==> src/rtl/chan_initiator_if.sv <==
// Byte-stream and channel-side handshake bundle for chan_initiator.
// master = the initiator block, slave = whatever surrounds it (byte source/sink, channel logic).
interface chan_initiator_if;
   logic [7:0] rxData_in;
   logic       rxValid_in;
   logic       rxReady_out;
   logic [7:0] txData_out;
   logic       txValid_out;
   logic       txReady_in;
   logic [6:0] chanAddr_out;
   logic [7:0] h2fData_out;
   logic       h2fValid_out;
   logic       h2fReady_in;
   logic [7:0] f2hData_in;
   logic       f2hValid_in;
   logic       f2hReady_out;

   modport master (
      input  rxData_in, rxValid_in, txReady_in, h2fReady_in, f2hData_in, f2hValid_in,
      output rxReady_out, txData_out, txValid_out, chanAddr_out,
             h2fData_out, h2fValid_out, f2hReady_out
   );

   modport slave (
      output rxData_in, rxValid_in, txReady_in, h2fReady_in, f2hData_in, f2hValid_in,
      input  rxReady_out, txData_out, txValid_out, chanAddr_out,
             h2fData_out, h2fValid_out, f2hReady_out
   );
endinterface

==> src/rtl/chan_initiator.sv <==
// Byte-stream to 128-channel bridge: parses cmd/length/data and drives chanAddr/h2f/f2h.
// Optional running byte checksum output enabled by defining CHAN_INITIATOR_CKSUM_EN.
//
// state   | meaning
// S_IDLE  | waiting for a command byte
// S_LEN3  | expecting length byte 3 (MSB)
// S_LEN2  | expecting length byte 2
// S_LEN1  | expecting length byte 1
// S_LEN0  | expecting length byte 0 (LSB), then dispatch
// S_WRITE | rx bytes pass straight through to h2f
// S_READ  | f2h bytes pass straight through to tx
module chan_initiator #(
   parameter int LEN_WIDTH = 32
) (
   input  logic        clk_in,
   input  logic        reset_in,
   chan_initiator_if.master bus,
   output logic        busy_out
`ifdef CHAN_INITIATOR_CKSUM_EN
   ,
   output logic [15:0] cksumData_out
`endif
);

   typedef enum logic [2:0] {
      S_IDLE, S_LEN3, S_LEN2, S_LEN1, S_LEN0, S_WRITE, S_READ
   } state_t;

   state_t               state_q, state_d;
   logic [LEN_WIDTH-1:0] count_q;
   logic [LEN_WIDTH-1:0] len_shift;
   logic [6:0]           chan_q;
   logic                 dir_q;
   logic                 rx_rdy, h2f_vld, tx_vld, f2h_rdy;
   logic                 wr_xfer, rd_xfer, last_byte;

   // Wire length is always 4 bytes; bits shifted above LEN_WIDTH fall off the top.
   if (LEN_WIDTH > 8) begin : g_wide_len
      assign len_shift = {count_q[LEN_WIDTH-9:0], bus.rxData_in};
   end else begin : g_narrow_len
      assign len_shift = bus.rxData_in;
   end

   assign wr_xfer   = bus.rxValid_in & bus.h2fReady_in;
   assign rd_xfer   = bus.f2hValid_in & bus.txReady_in;
   assign last_byte = (count_q == LEN_WIDTH'(1));

   always_ff @(posedge clk_in) begin
      if (!reset_in) state_q <= S_IDLE;
      else           state_q <= state_d;
   end

   always_comb begin
      state_d = state_q;
      rx_rdy  = 1'b0;
      h2f_vld = 1'b0;
      tx_vld  = 1'b0;
      f2h_rdy = 1'b0;
      case (state_q)
         S_IDLE: begin
            rx_rdy = 1'b1;
            if (bus.rxValid_in) state_d = S_LEN3;
         end
         S_LEN3: begin
            rx_rdy = 1'b1;
            if (bus.rxValid_in) state_d = S_LEN2;
         end
         S_LEN2: begin
            rx_rdy = 1'b1;
            if (bus.rxValid_in) state_d = S_LEN1;
         end
         S_LEN1: begin
            rx_rdy = 1'b1;
            if (bus.rxValid_in) state_d = S_LEN0;
         end
         S_LEN0: begin
            rx_rdy = 1'b1;
            if (bus.rxValid_in) begin
               if (len_shift == '0) state_d = S_IDLE;
               else if (dir_q)      state_d = S_READ;
               else                 state_d = S_WRITE;
            end
         end
         S_WRITE: begin
            rx_rdy  = bus.h2fReady_in;
            h2f_vld = bus.rxValid_in;
            if (wr_xfer && last_byte) state_d = S_IDLE;
         end
         S_READ: begin
            f2h_rdy = bus.txReady_in;
            tx_vld  = bus.f2hValid_in;
            if (rd_xfer && last_byte) state_d = S_IDLE;
         end
         default: state_d = S_IDLE;
      endcase
   end

   // Strobes are forced to their idle values while reset is held, whatever state is registered.
   assign bus.rxReady_out  = reset_in & rx_rdy;
   assign bus.h2fValid_out = reset_in & h2f_vld;
   assign bus.txValid_out  = reset_in & tx_vld;
   assign bus.f2hReady_out = reset_in & f2h_rdy;
   assign bus.h2fData_out  = bus.rxData_in;
   assign bus.txData_out   = bus.f2hData_in;
   assign bus.chanAddr_out = chan_q;
   assign busy_out         = (state_q != S_IDLE);

`ifdef CHAN_INITIATOR_CKSUM_EN
   logic [15:0] cksum_q;
   assign cksumData_out = cksum_q;
`endif

   always_ff @(posedge clk_in) begin
      if (!reset_in) begin
         chan_q  <= '0;
         dir_q   <= 1'b0;
         count_q <= '0;
`ifdef CHAN_INITIATOR_CKSUM_EN
         cksum_q <= '0;
`endif
      end else begin
         case (state_q)
            S_IDLE: if (bus.rxValid_in) begin
               chan_q  <= bus.rxData_in[6:0];
               dir_q   <= bus.rxData_in[7];
               count_q <= '0;
`ifdef CHAN_INITIATOR_CKSUM_EN
               cksum_q <= '0;
`endif
            end
            S_LEN3, S_LEN2, S_LEN1, S_LEN0: if (bus.rxValid_in) count_q <= len_shift;
            S_WRITE: if (wr_xfer) begin
               count_q <= count_q - LEN_WIDTH'(1);
`ifdef CHAN_INITIATOR_CKSUM_EN
               cksum_q <= cksum_q + {8'h00, bus.rxData_in};
`endif
            end
            S_READ: if (rd_xfer) begin
               count_q <= count_q - LEN_WIDTH'(1);
`ifdef CHAN_INITIATOR_CKSUM_EN
               cksum_q <= cksum_q + {8'h00, bus.f2hData_in};
`endif
            end
            default: ;
         endcase
      end
   end

endmodule

==> src/flat_wrapper.sv <==
// flat-port wrapper written by rule: the top's interface ports become plain ports
module chan_initiator_flat 
#(
   parameter int LEN_WIDTH = 32
)
  (clk_in, reset_in, busy_out, bus_rxData_in, bus_rxValid_in, bus_txReady_in, bus_h2fReady_in, bus_f2hData_in, bus_f2hValid_in, bus_rxReady_out, bus_txData_out, bus_txValid_out, bus_chanAddr_out, bus_h2fData_out, bus_h2fValid_out, bus_f2hReady_out);
  chan_initiator_if bus_i ();
  input  logic clk_in;
  input  logic reset_in;
  output logic busy_out;
  input wire logic [$bits(bus_i.rxData_in)-1:0] bus_rxData_in;
  input wire logic [$bits(bus_i.rxValid_in)-1:0] bus_rxValid_in;
  input wire logic [$bits(bus_i.txReady_in)-1:0] bus_txReady_in;
  input wire logic [$bits(bus_i.h2fReady_in)-1:0] bus_h2fReady_in;
  input wire logic [$bits(bus_i.f2hData_in)-1:0] bus_f2hData_in;
  input wire logic [$bits(bus_i.f2hValid_in)-1:0] bus_f2hValid_in;
  output wire logic [$bits(bus_i.rxReady_out)-1:0] bus_rxReady_out;
  output wire logic [$bits(bus_i.txData_out)-1:0] bus_txData_out;
  output wire logic [$bits(bus_i.txValid_out)-1:0] bus_txValid_out;
  output wire logic [$bits(bus_i.chanAddr_out)-1:0] bus_chanAddr_out;
  output wire logic [$bits(bus_i.h2fData_out)-1:0] bus_h2fData_out;
  output wire logic [$bits(bus_i.h2fValid_out)-1:0] bus_h2fValid_out;
  output wire logic [$bits(bus_i.f2hReady_out)-1:0] bus_f2hReady_out;
  assign bus_i.rxData_in = bus_rxData_in;
  assign bus_i.rxValid_in = bus_rxValid_in;
  assign bus_i.txReady_in = bus_txReady_in;
  assign bus_i.h2fReady_in = bus_h2fReady_in;
  assign bus_i.f2hData_in = bus_f2hData_in;
  assign bus_i.f2hValid_in = bus_f2hValid_in;
  assign bus_rxReady_out = bus_i.rxReady_out;
  assign bus_txData_out = bus_i.txData_out;
  assign bus_txValid_out = bus_i.txValid_out;
  assign bus_chanAddr_out = bus_i.chanAddr_out;
  assign bus_h2fData_out = bus_i.h2fData_out;
  assign bus_h2fValid_out = bus_i.h2fValid_out;
  assign bus_f2hReady_out = bus_i.f2hReady_out;
  chan_initiator #(.LEN_WIDTH(LEN_WIDTH)) u_core (.clk_in(clk_in), .reset_in(reset_in), .bus(bus_i), .busy_out(busy_out));
endmodule
==> config.mk <==
export PLATFORM = sky130hd
export DESIGN_NAME = chan_initiator_flat
export DESIGN_NICKNAME = d
export VERILOG_FILES = /design/src/rtl/chan_initiator_if.sv /design/src/rtl/chan_initiator.sv /design/src/flat_wrapper.sv
export SDC_FILE = /design/constraint.sdc
export NUM_CORES = 1
export LEC_CHECK = 0
export CAP_MARGIN = 40
export CORE_ASPECT_RATIO = 0.8
export CORE_MARGIN = 5
export CORE_UTILIZATION = 40
export CTS_CLUSTER_SIZE = 28
export DETAILED_ROUTE_END_ITERATION = 10
export HOLD_SLACK_MARGIN = 0.1
export PLACE_DENSITY = 0.7
export SYNTH_ARGS = -nofsm -noshare
export SYNTH_HDL_FRONTEND = slang
export SYNTH_SLANG_ARGS = --single-unit
==> constraint.sdc <==
create_clock -name clk_in -period 3 [get_ports clk_in]
set_clock_uncertainty 0.2 [all_clocks]
set_input_delay 0.3 -clock clk_in [delete_from_list [all_inputs] [get_ports clk_in]]
set_output_delay 0.3 -clock clk_in [all_outputs]
set_load 0.02 [all_outputs]
# Word level (Yosys, flattened, before mapping)
# Cells that the tools add are included.
# totals
reg_bits,43
in_bits,22
# op_classes
addsub,1
eq_ne,17
n_mux,19
n_bitwise,6
n_reduce_logical,11
# op_table
cell,n
2-to-1 mux 32 bit,4
one-hot mux 32 bit (4 select lines),1
"== test 32 x 1 -> 1 bit, second input constant",1
zero test 32 bit,1
"subtractor 32 x 1 -> 32 bit, second input constant",1
2-to-1 mux 3 bit,8
one-hot mux 3 bit (7 select lines),1
"!= test 2 bit, second input constant",6
"== test 3 bit, second input constant",3
"!= test 2 x 1 -> 1 bit, second input constant",4
AND reduction 7 bit,1
bitwise AND 1 bit,6
"== test 3 x 2 -> 1 bit, second input constant",2
AND reduction 5 bit,1
OR reduction 5 bit,1
nonzero test 4 bit,1
OR reduction 4 bit,1
"== test 3 x 1 -> 1 bit, second input constant",1
zero test 3 bit,1
2-to-1 mux 1 bit,3
nonzero test 3 bit,1
logical AND 1 bit,2
2-to-1 mux 2 bit,1
one-hot mux 1 bit (2 select lines),1
AND reduction 2 bit,1

# Longest topological paths before layout
# Gate-level depths: netlist of the first run.
# depth
word_depth,4
depth_mapped,8
ltp_nobuf,7

# Worst setup path before layout of the first run
# No wires, ideal clock.
# synth_path
path_type,register to register
from,reg u_core.count_q[23]
to,reg u_core.count_q[30]
setup_ns,0.117
arrival_ns,1.867
slack_ns,0.817
path_stages_with_launch,6
path_buffers,0
period_less_slack_ns,2.183
path_cell_list,dfxtp_1 > or4_4 > or4_4 > nor4_4 > o22ai_1 > a22o_1
# synth_between
elab_chain_len,3
elab_cells_between_ends,4
classes_between,add/sub (1); mux (3)
# synth_lines
item,line_no,source
start: declaration,chan_initiator.sv:30,logic [LEN_WIDTH-1:0] count_q;
start signal: assignment,chan_initiator.sv:131,"S_LEN3, S_LEN2, S_LEN1, S_LEN0: if (bus.rxValid_in) count_q <= len_shift;"
start signal: assignment,chan_initiator.sv:133,count_q <= count_q - LEN_WIDTH'(1);
start signal: assignment,chan_initiator.sv:139,count_q <= count_q - LEN_WIDTH'(1);
subtractor 32 x 1 -> 32 bit *,"chan_initiator.sv:133, chan_initiator.sv:139",
"2-to-1 mux 32 bit, on equally long branches","chan_initiator.sv:138, chan_initiator.sv:132",
one-hot mux 32 bit (4 select lines) *,chan_initiator.sv:122,case (state_q)
# Mark *: on every way between the ends. The rest lies on a longest branch, timed or not. The select of a mux whose other input is x is not followed.
# A chain may end at the register's enable or synchronous reset.

# Worst setup path after layout of the first run
# layout_path
from,reg u_core.count_q[5]
to,reg u_core.state_q[1]
# layout_between
elab_chain_len,4
elab_cells_between_ends,10
classes_between,eq/ne (3); mux (3); reduce/logical (4)
# layout_lines
item,line_no,source
zero test 32 bit or == test 32 x 1 -> 1 bit (tied branches),"chan_initiator.sv:79, chan_initiator.sv:46",
"2-to-1 mux 3 bit, or another cell as far along",chan_initiator.sv:79,if (len_shift == '0) state_d = S_IDLE;
2-to-1 mux 3 bit or != test 2 x 1 -> 1 bit (tied branches),n/a,
one-hot mux 3 bit (7 select lines) or AND reduction 7 bit (tied branches),n/a,
end signal: assignment,chan_initiator.sv:50,else state_q <= state_d;
end: declaration,chan_initiator.sv:29,"state_t state_q, state_d;"
# Parallel ways exist; a longest one is shown, timed or not. The select of a mux whose other input is x is not followed.

==> flow_metrics.env, run 1 <==
export IMPL_die_w_um=106
export IMPL_ctsHoldBuffers=0
export IMPL_clkTransAtPathRegs_ps=100
export IMPL_drc=0
export IMPL_cts_max_level=2
export IMPL_cp_start_kind="register"
export IMPL_hold_viol_final=0
export IMPL_vias=3166
export IMPL_wl_um=8990
export IMPL_drive_gt1_share_pct=9.56
export IMPL_postCtsSetupRepairBufs=0
export IMPL_ant_nets=0
export IMPL_drt_initial_drc_count=372
export IMPL_diodes=0
export IMPL_die_area_um2=9180
export IMPL_netlist_instances=395
export IMPL_ys_warnings_count=0
export IMPL_ys_ff_latch=43
export IMPL_gp_congestion=0.886
export IMPL_path_buf_inv=0
export IMPL_numClockSinks=43
export IMPL_synth_edff_count=0
export IMPL_ir_drop_uv=342
export IMPL_setup_ws_ps=429
export IMPL_cts_tree="done"
export IMPL_num_rows=28
export IMPL_status="complete, no violations"
export IMPL_hp_class="register to register"
export IMPL_first_pass_iters=5
export IMPL_ys_seq_area_share_pct=29.3
export IMPL_post_cts_resized=0
export IMPL_slew_viol_final=0
export IMPL_required_ps=3000
export IMPL_hpwl_um=6260
export IMPL_antenna_found_initial=0
export IMPL_synth_main_ff_cell="dfxtp_1"
export IMPL_wire_per_inst_um=18.0
export IMPL_cp_max_fo=7
export IMPL_root_buffer="clkbuf_8"
export IMPL_fmaxAchievable_mhz=389
export IMPL_final_min_clock_period_ps=2570
export IMPL_critical_path_slowest_cell="nor4_2"
export IMPL_vias_per_cell=6.36
export IMPL_endpoint_kind="register"
export IMPL_clock_latency_ps=300
export IMPL_p_leak_nw=1.19
export IMPL_grt_pass1_wl_um=15100
export IMPL_port_buffers=33
export IMPL_grt_max_degree=33
export IMPL_grt_overflow=0
export IMPL_p_per_area_nw_per_um2=556
export IMPL_gr_usage_all_layers_pct=19.6
export IMPL_coreArea_um2=7290
export IMPL_first_global_vias=2895
export IMPL_syn2layout_area_growth_pct=15.9
export IMPL_synth_cell_type_count=61
export IMPL_synth_nets=419
export IMPL_cp_arrival_ps=2570
export IMPL_ios=50
export IMPL_period_share_pct=85.7
export IMPL_rsz0062_at_grt="no"
export IMPL_cts_buffers_inserted=5
export IMPL_postSynthAreaPerCell_um2=7.45
export IMPL_path_delay_family="simple AND/OR/NAND/NOR gates"
export IMPL_path_class="register to register"
export IMPL_final_nets=431
export IMPL_slew_headroom_pct=50.0
export IMPL_setup_viol=0
export IMPL_maxCapViolCount=0
export IMPL_start_util_pct=40.4
export IMPL_worst_pin_slew_ps=749
export IMPL_fin_setup_tns_ps=0
export IMPL_dieHeight_um=86.7
export IMPL_pre_cts_ws_ps=393
export IMPL_clock_path_buffers=2
export IMPL_synthArstFlopShare_pct=0
export IMPL_worstPathCellList="nor4_2 > nand4_2 > nor4_1 > nor2_1 > o221a_1"
export IMPL_critPathMaxStageDelay_ps=670
export IMPL_synth_area_um2=2940
==> registers in the layout, summed over array words and instances, names as in the netlist <==
signal                   flops
u_core.bus.chanAddr_out      7
u_core.dir_q                 1
u_core.count_q              32
u_core.state_q               3
==> kinds of logic (layout without fill, tap and decap cells) <==
family,count (synthesis),in the layout,synth area share [%]
DFF,43,43,29.3
and+or+nand+nor,160,160,29.9
buffers and inverters,53,66,9.06
muxes,1,1,0.340
xor gates and xnor gates,4,4,1.45
adders and majority gates,2,2,0.850
AOI/OAI and AO/OA,132,132,29.1
==> routing by layer <==
layer	GRT usage, %	part of all wire, %
met1	30.2	48
met2	28.4	43
met3	4.02	8.9
met4	3.06	0.82
met5	0	0
==> per-stage QoR <==
stage	std cells	area, um2	hold WS, ps	power [W]	util (%)
2_1_floorplan	395	2940	236	0.00114	-
3_3_place_gp	490	3270	243	0.00133	44.9
3_5_place_dp	490	3270	248	0.00133	44.9
4_1_cts	498	3410	259	0.00189	46.8
5_1_grt	498	3410	281	0.00199	46.8
6_report	498	3410	257	0.00189	46.8
==> placed cells by master, fill, tap and decap left out, types with 4 or more instances in the layout <==
cell             Yosys  layout
o21ai_0             21      21
clkbuf_8             0       5
o21ai_1             11      11
nand2b_1             5       5
clkdlybuf4s50_1      0      33
o211ai_1             9       9
nor2_1              28      28
buf_4               16      16
or3_1                4       4
nand2_1             44      44
nor3_1              20      20
a32o_1               8       8
inv_1                9       9
a21oi_1             36      36
a22oi_1              7       7
nand3_1              5       5
o22ai_1              4       4
a31oi_1              7       7
and2_1               4       4
nor4_1              13      13
and4_1               4       4
a21o_1               4       4
nand4_1              6       6
dfxtp_1             43      43
==> final timing paths <==
kind                                                 from                                 endpoint  slack (ps)  depth (start not counted)
setup reg to reg           u_core.count_q[5]$_SDFFE_PN0P_           u_core.state_q[1]$_SDFFE_PN0P_         430                          5
setup / recovery           u_core.count_q[5]$_SDFFE_PN0P_           u_core.state_q[1]$_SDFFE_PN0P_         430                          5
hold reg to reg   u_core.bus.chanAddr_out[4]$_SDFFE_PN0P_  u_core.bus.chanAddr_out[4]$_SDFFE_PN0P_         260                          2
hold / removal    u_core.bus.chanAddr_out[4]$_SDFFE_PN0P_  u_core.bus.chanAddr_out[4]$_SDFFE_PN0P_         260                          2
==> cell usage after synthesis, types with 3 or more instances <==
master / number / share of area [%]
and4_1: 4 / 1.2
nor2_1: 28 / 3.6
nand2_1: 44 / 5.6
nand4_1: 6 / 1.3
or4_1: 3 / 0.77
nand3_1: 5 / 0.85
or3_1: 4 / 0.85
xor2_1: 3 / 0.89
o211ai_1: 9 / 2.3
a211oi_1: 3 / 0.77
a32o_1: 8 / 2.7
a21oi_1: 36 / 6.1
buf_4: 16 / 4.1
o22ai_1: 4 / 0.85
nor4_1: 13 / 2.8
o21ai_1: 11 / 1.9
clkbuf_1: 21 / 2.7
a22o_1: 3 / 0.89
a32oi_1: 3 / 0.89
and2_1: 4 / 0.85
inv_1: 9 / 1.1
or4_4: 3 / 1.1
nor3_2: 3 / 1.0
buf_2: 6 / 1.0
a22oi_1: 7 / 1.8
dfxtp_1: 43 / 29
a21o_1: 4 / 1.0
a31oi_1: 7 / 1.5
nand2b_1: 5 / 1.1
nor3_1: 20 / 3.4
o21ai_0: 21 / 3.6
==> area by class of cell <==
cell class	count	area, um2
Clock buffer	5	68.8
Clock inverter	3	67.6
Sequential cell	43	861
Timing Repair Buffer	49	450
Inverter	9	33.8
Tap cell	90	113
Fill cell	717	3880
Multi-Input combinational cell	299	1820
==> where the power goes <==
group	switching (W)	leakage [nW]	internal, W
clock	0.000217	0.0644	0.000332
combinational	0.000425	0.772	0.000255
sequential	0.0000593	0.350	0.000607
total	0.000701	1.19	0.00119
==> tightest hold or removal path, stage by stage, from the launching register on <==
cell,delay [ps]
dfxtp_1,310
nand2_1,50
a21oi_1,50
No activity file was read; power rests on OpenSTA's default activity.
==> run 2, diff against run 1 <==
--- a/config.mk
+++ b/config.mk
@@ -13,6 +13,7 @@
 export DETAILED_ROUTE_END_ITERATION = 10
 export HOLD_SLACK_MARGIN = 0.1
 export PLACE_DENSITY = 0.7
+export RECOVER_POWER = 100
 export SYNTH_ARGS = -nofsm -noshare
 export SYNTH_HDL_FRONTEND = slang
 export SYNTH_SLANG_ARGS = --single-unit
==> constraint.sdc (replaced) <==
create_clock -name clk_in -period 2.6 [get_ports clk_in]
set_clock_uncertainty 0.2 [all_clocks]
set_input_delay 0.26 -clock clk_in [delete_from_list [all_inputs] [get_ports clk_in]]
set_output_delay 0.26 -clock clk_in [all_outputs]
set_load 0.02 [all_outputs]
==> run 2 against run 1 <==
  * Final cell count rose by 2.0%
  * Clock power shrank 18%
  * Combinational power grew 20%
  * Sequential cell count is the same
  * Routed wire length grew 0.53%
  * Worst setup slack got worse by 290 ps
  * Register-to-register slack worse by 260 ps
  * Count of clock-buffer cells in the layout rose by 1
  * First-iteration DRC count rose by 1.3%
  * Critical path type is now register to output port
  * Largest cell class unchanged
==> flow_metrics.env, run 2 (synthesized netlist as in run 1, its figures left out) <==
export IMPL_wire_per_inst_um=17.8
export IMPL_fillers=731
export IMPL_cp_arrival_ps=2000
export IMPL_coreArea_um2=7290
export IMPL_clock_path_buffers=2
export IMPL_drt_initial_drc_count=377
export IMPL_hold_viol_final=0
export IMPL_numClockSinks=43
export IMPL_cts_buffers_inserted=5
export IMPL_rsz0062_at_grt="no"
export IMPL_p_leak_nw=1.24
export IMPL_crit_path_start="u_core.state_q[1]$_SDFFE_PN0P_"
export IMPL_dieHeight_um=86.7
export IMPL_wl_um=9030
export IMPL_cp_max_fo=10
export IMPL_status="complete, no violations"
export IMPL_cp_start_kind="register"
export IMPL_fin_setup_tns_ps=0
export IMPL_grt_max_degree=31
export IMPL_first_global_vias=2988
export IMPL_largest_register="u_core.count_q"
export IMPL_ant_nets=0
export IMPL_root_buffer="clkbuf_8"
export IMPL_ir_drop_uv=275
export IMPL_hold_start="u_core.bus.chanAddr_out[3]$_SDFFE_PN0P_"
export IMPL_gp_congestion=0.913
export IMPL_path_class="register to output port"
export IMPL_ctsHoldBuffers=0
export IMPL_gr_usage_all_layers_pct=19.8
export IMPL_reg2reg_from="u_core.count_q[23]$_SDFFE_PN0P_"
export IMPL_drc=0
export IMPL_grt_pass1_wl_um=14900
export IMPL_vias=3233
export IMPL_layout_commonest_cell="nand2_1"
export IMPL_die_area_um2=9180
export IMPL_vias_per_cell=6.36
export IMPL_whs_ps=255
export IMPL_hpwl_um=6550
export IMPL_cts_tree="done"
export IMPL_postCtsSetupRepairBufs=0
export IMPL_setup_viol=0
export IMPL_maxCapViolCount=0
export IMPL_post_cts_resized=0
export IMPL_syn2layout_area_growth_pct=16.4
export IMPL_clock_latency_ps=310
export IMPL_slew_viol_final=0
export IMPL_fmaxAchievable_mhz=407
export IMPL_final_nets=442
export IMPL_grt_overflow=0
export IMPL_worst_pin_slew_ps=661
export IMPL_port_buffers=33
export IMPL_diodes=0
export IMPL_period_share_pct=94.6
export IMPL_required_ps=2140
export IMPL_cts_max_level=2
export IMPL_start_util_pct=40.4
export IMPL_final_min_clock_period_ps=2460
export IMPL_ios=50
export IMPL_drive_gt1_share_pct=11.0
export IMPL_die_w_um=106
export IMPL_first_pass_iters=5
export IMPL_antenna_found_initial=0
export IMPL_slew_headroom_pct=55.9
export IMPL_p_per_area_nw_per_um2=591
export IMPL_num_rows=28
export IMPL_hp_class="register to register"
export IMPL_final_cell_mix="nand2_1 (44), dfxtp_1 (43), a21oi_1 (36)"
export IMPL_endpoint_kind="output port"
export IMPL_largest_register_ffs=32
export IMPL_clkTransAtPathRegs_ps=80
==> run 2: cell type report <==
type | count | area [um2] | share of cell area, %
multi-input combinational | 299 | 1800 | 52.6
sequential | 43 | 861 | 25.1
timing repair buffer | 60 | 531 | 15.5
tap | 90 | 113 | 3.29
clock buffer | 6 | 82.6 | 2.41
inverter | 9 | 33.8 | 0.986
clock inverter | 1 | 5.00 | 0.146
==> run 2: metal layers <==
metal	routed length [um]	part of all wire [%]	GRT usage, %	vias to the layer above
li1	-	-	-	1522
met1	4030	45	28.5	1518
met2	3900	43	29.6	178
met3	986	11	5.36	15
met4	123	1.4	4.82	0
met5	0	0	0	-
==> run 2: metrics by stage <==
stage | cells | worst slack [ps] | power (W) | util, % | instance area, um2
after floorplan | 395 | 417 | 0.00132 | - | 2940
after global placement | 500 | 186 | 0.00158 | 45.9 | 3350
after detailed placement | 501 | 258 | 0.00159 | 46.2 | 3360
after CTS | 508 | 130 | 0.00204 | 47.4 | 3450
after global routing | 508 | 40.3 | 0.00214 | 47.0 | 3430
final | 508 | 141 | 0.00202 | 47.0 | 3430
==> run 2: where the power goes <==
part / leakage, nW / switching, W / internal (W)
clock network: 0.0470 / 0.000240 / 0.000209
registers: 0.350 / 0.0000584 / 0.000700
logic: 0.846 / 0.000497 / 0.000319
total: 1.24 / 0.000795 / 0.00123
==> run 2: worst max-delay path, cell delays in order (launching register included) <==
cell and delay (ps):
dfxtp_1 450, buf_4 200, nor2b_1 230, and4_1 210
clkdlybuf4s50_1 600
==> run 2: path summary, 6_finish.rpt <==
kind / to / slack (ps) / cells after the start
setup / recovery: bus_f2hReady_out / 140 / 4
setup reg to reg: u_core.count_q[30]$_SDFFE_PN0P_ / 170 / 5
hold reg to reg: u_core.bus.chanAddr_out[3]$_SDFFE_PN0P_ / 250 / 2
hold / removal: u_core.bus.chanAddr_out[3]$_SDFFE_PN0P_ / 250 / 2
==> variant 1 (flow settings as in run 1) <==
Make the reset (`reset_in`) asynchronous in 2 clocked blocks.
--- a/src/rtl/chan_initiator.sv
+++ b/src/rtl/chan_initiator.sv
@@ -45,7 +45,7 @@
    assign rd_xfer   = bus.f2hValid_in & bus.txReady_in;
    assign last_byte = (count_q == LEN_WIDTH'(1));
 
-   always_ff @(posedge clk_in) begin
+   always_ff @(posedge clk_in or negedge reset_in) begin
       if (!reset_in) state_q <= S_IDLE;
       else           state_q <= state_d;
    end
@@ -110,7 +110,7 @@
    assign cksumData_out = cksum_q;
 `endif
 
-   always_ff @(posedge clk_in) begin
+   always_ff @(posedge clk_in or negedge reset_in) begin
       if (!reset_in) begin
          chan_q  <= '0;
          dir_q   <= 1'b0;
Behaviour: differs if reset_in is asserted again (counterexample within 4 cycles, from zero or initial values and one cycle with reset_in low); with reset_in held inactive, the same outputs for 10 cycles.
==> variant 1 against run 1 <==
- worst setup slack worse by 0.065 ns
- sequential cell count is the same
- wire length down 17%
- cell area decreased by 6.0%
- area after synthesis down 6.0%
- first-iteration DRC count decreased by 51%
- critical path type unchanged
Power is not compared: it rests on default switching activity, and its combinational part moved more than twofold at a synthesized area within 25%.
==> variant 1: results (changes against run 1) <==
GRT Total Usage 18.1% (-1.5 points); Seq/Total Area, Yosys 38.9% (+9.6 points); CP Launch Point u_core.count_q[24]; placed wire-length estimate 5.25 mm (-16%); pin count of the biggest net entering global routing 39 (+18%); Inst Count DP 415 (-15%); drt wl/cell 17.6 um (-2.4%); Reg clk slew, reported paths 0.08 ns (-0.02 ns); synth unique cells 46 (-25%); CP arrival 2.61 ns (+0.04 ns); fin worst setup slack 0.364 ns (-0.0655 ns); worst hold path class input port to asynchronous set/reset pin; final wirelength 7.45 mm (-17%); R2R setup slack 0.36 ns (-0.07 ns); global-route wire length before repair 12.8 mm (-15%); hold slack final 0.287 ns (+0.0302 ns); layout cells sized above 1 10.4% (+0.86 points); relative slew slack 52.9% (+2.8 points); dpl ws 0.398 ns (+0.00548 ns); Critical-path top delay cell or4_1; Synth top cells by count dfrtp_1, o21ai_0, clkbuf_1; largest cells by area after synthesis dfrtp_1, o21ai_0, nor4_1; Post-CTS Hold Fix Bufs 1 (+1); status finished clean; R2R Path End u_core.state_q[2]; vias in the first global route 2,517 (-13%); asr flop ratio synth 100% (+100 points); nets 360 (-16%)
[variant 1: changes by cell type after synthesis, sizes merged, moves of 8 or more]
cell,change
dfxtp,-43
mux2,+8
a21oi,-13
o211ai,-9
nand2,-31
o2bb2ai,+14
dfrtp,+43
nor3,-10
[variant 1: cells by family after synthesis]
kind of cell / synth area share [%]
AND/OR/NAND/NOR: 20.6
multiplexers: 3.26
XOR/XNOR: 0.633
adder cells (fa/ha/maj): 0.904
flip-flops: 38.9
buffers and inverters: 8.86
AO/OA/AOI/OAI: 26.9
[variant 1: final cells by class]
type	count	area (sq um)	share of cell area (%)
Multi-Input combinational cell	231	1460	45.6
Sequential cell	43	1080	33.6
Clock inverter	1	5.00	0.156
Tap cell	87	109	3.40
Inverter	6	22.5	0.703
Clock buffer	6	82.6	2.58
Timing Repair Buffer	49	448	14.0
[variant 1: per-layer routing]
metal	wire length, um	track usage (%)
met5	0	0
met4	55	3.29
met3	556	4.32
met2	3280	26.9
met1	3560	26.9
==> variant 2 (config.mk and constraints of run 1) <==
Made on the original files. `LEN_WIDTH` is set to 32 in 2 places; all go to 16.
--- a/src/rtl/chan_initiator.sv
+++ b/src/rtl/chan_initiator.sv
@@ -10,7 +10,7 @@
 // S_WRITE | rx bytes pass straight through to h2f
 // S_READ  | f2h bytes pass straight through to tx
 module chan_initiator #(
-   parameter int LEN_WIDTH = 32
+   parameter int LEN_WIDTH = 16
 ) (
    input  logic        clk_in,
    input  logic        reset_in,
--- a/src/flat_wrapper.sv
+++ b/src/flat_wrapper.sv
@@ -1,7 +1,7 @@
 // flat-port wrapper written by rule: the top's interface ports become plain ports
 module chan_initiator_flat 
 #(
-   parameter int LEN_WIDTH = 32
+   parameter int LEN_WIDTH = 16
 )
   (clk_in, reset_in, busy_out, bus_rxData_in, bus_rxValid_in, bus_txReady_in, bus_h2fReady_in, bus_f2hData_in, bus_f2hValid_in, bus_rxReady_out, bus_txData_out, bus_txValid_out, bus_chanAddr_out, bus_h2fData_out, bus_h2fValid_out, bus_f2hReady_out);
   chan_initiator_if bus_i ();
Function: changed (a bounded check fails within 10 cycles, from zero or initial values and one cycle with reset_in low).
==> variant 2 against run 1 <==
- area after synthesis shrank 41%
- power shrank 34%
- highest routed layer unchanged
- wire length shrank 51%
- sequential cell count shrank 16
- worst setup slack gained 0.052 ns
- cell area shrank 40%
==> variant 2: results (changes against run 1) <==
leakage power 0.714 nW (-40%); worst skew pair latency 0.27 ns (-0.03 ns); layout cells sized above 1 7.50% (-2.1 points); Hold Path Origin u_core.bus.chanAddr_out[0]; final wirelength 4.40 mm (-51%); dpl ws 0.489 ns (+0.0962 ns); share of power burned in registers 38.1% (+2.9 points); Worst-Margin Slew 0.770 ns (+0.0208 ns); pin count of the biggest net entering global routing 25 (-24%); CP Launch Point reset_in; Initial DRC Count 155 (-58%); synth unique cells 47 (-23%); crit-path max FO 24 (+17); syn nets 250 (-40%); maximum vdd drop 0.298 mV (-13%); Max clock buf depth 2 (unchanged); global-route wire length before repair 7.66 mm (-49%); via/cell ratio 5.56 (-13%); Reg clk slew, reported paths 0.09 ns; CP arrival 2.02 ns (-0.55 ns); htree depth 1 (-1); Seq/Total Area, Yosys 31.1% (+1.8 points); Post-CTS Hold Fix Bufs 0 (unchanged); R2R setup slack 0.67 ns (+0.24 ns); max reg flops 16 (-50%); Synth top cells by count nand2_1, dfxtp_1, a21oi_1; Hold Path End u_core.bus.chanAddr_out[0]; largest cells by area after synthesis dfxtp_1, buf_4, a21oi_1; ANT cells 0 (unchanged); Sw Ratio 40.8% (+3.8 points); GRT Total Usage 15.3% (-4.4 points); routability congestion estimate 0.800 (-9.7%); placed wire-length estimate 3.14 mm (-50%); status finished clean; number of CTS-inserted buffers 3 (-2); Worst R2R Start u_core.count_q[1]; vias in the first global route 1,594 (-45%); reg2reg path depth 7 (+2); fill count 455 (-37%); Comb power frac 44.9% (+9.0 points); 1st-pass router iterations 4 (-1)
variant 2: changes by cell type after synthesis, sizes merged, moves of 5 or more:
cell	delta
nand4	-5
nor3	-9
o21ai	-20
clkbuf	-16
o211ai	-7
nor2	-8
a32o	-6
nor4	-9
a221oi	+5
dfxtp	-16
nand2	-17
a22oi	-6
a21oi	-14
variant 2: worst max path at each step:
stage / endpoint / slack (ns) / cells past startpoint
finish: bus_rxReady_out / 0.48 / 5
detailed placement: bus_rxReady_out / 0.49 / 5
CTS: bus_rxReady_out / 0.48 / 5
floorplan: u_core.count_q[10] / 0.91 / 7
global placement: bus_rxReady_out / 0.50 / 5
global route: bus_rxReady_out / 0.35 / 5
variant 2: final cells by class:
class	count	area share (%)
multi-input combinational	166	49.1
sequential	27	26.5
timing repair buffer	37	17.6
clock buffer	3	2.02
inverter	6	1.10
clock inverter	1	0.245
tap	57	3.49
variant 2: through the flow:
stage	hold WS, ns	area [sq um]	std cells	power [mW]
floorplan	0.236	1740	226	0.905
global placement	0.241	2000	293	1.04
detailed placement	0.249	2000	293	1.04
CTS	0.267	2040	297	1.26
global route	0.289	2040	297	1.34
finish	0.263	2040	297	1.25
variant 2: logic make-up after synthesis:
group           count (synthesis)  synth area share (%)
xor+xnor                        7                  3.52
flops                          27                  31.1
compound gates                 65                  24.3
simple gates                   92                  28.3
buf+inv                        33                  11.4
fa+ha+maj                       2                  1.44
variant 2: worst max-delay path: stages:
cell	delay (ns)
clkdlybuf4s50_1	0.61
clkinv_1	0.13
buf_4	0.24
nor2_1	0.13
clkdlybuf4s50_1	0.61
variant 2: per-layer routing:
layer  vias to the layer above  part of all wire [%]  track usage [%]
li1                        836                     -                -
met4                         0                  0.18            0.714
met3                         2                   6.9             3.45
met1                       761                    50             23.2
met2                        51                    43             22.9
met5                         -                     0                0
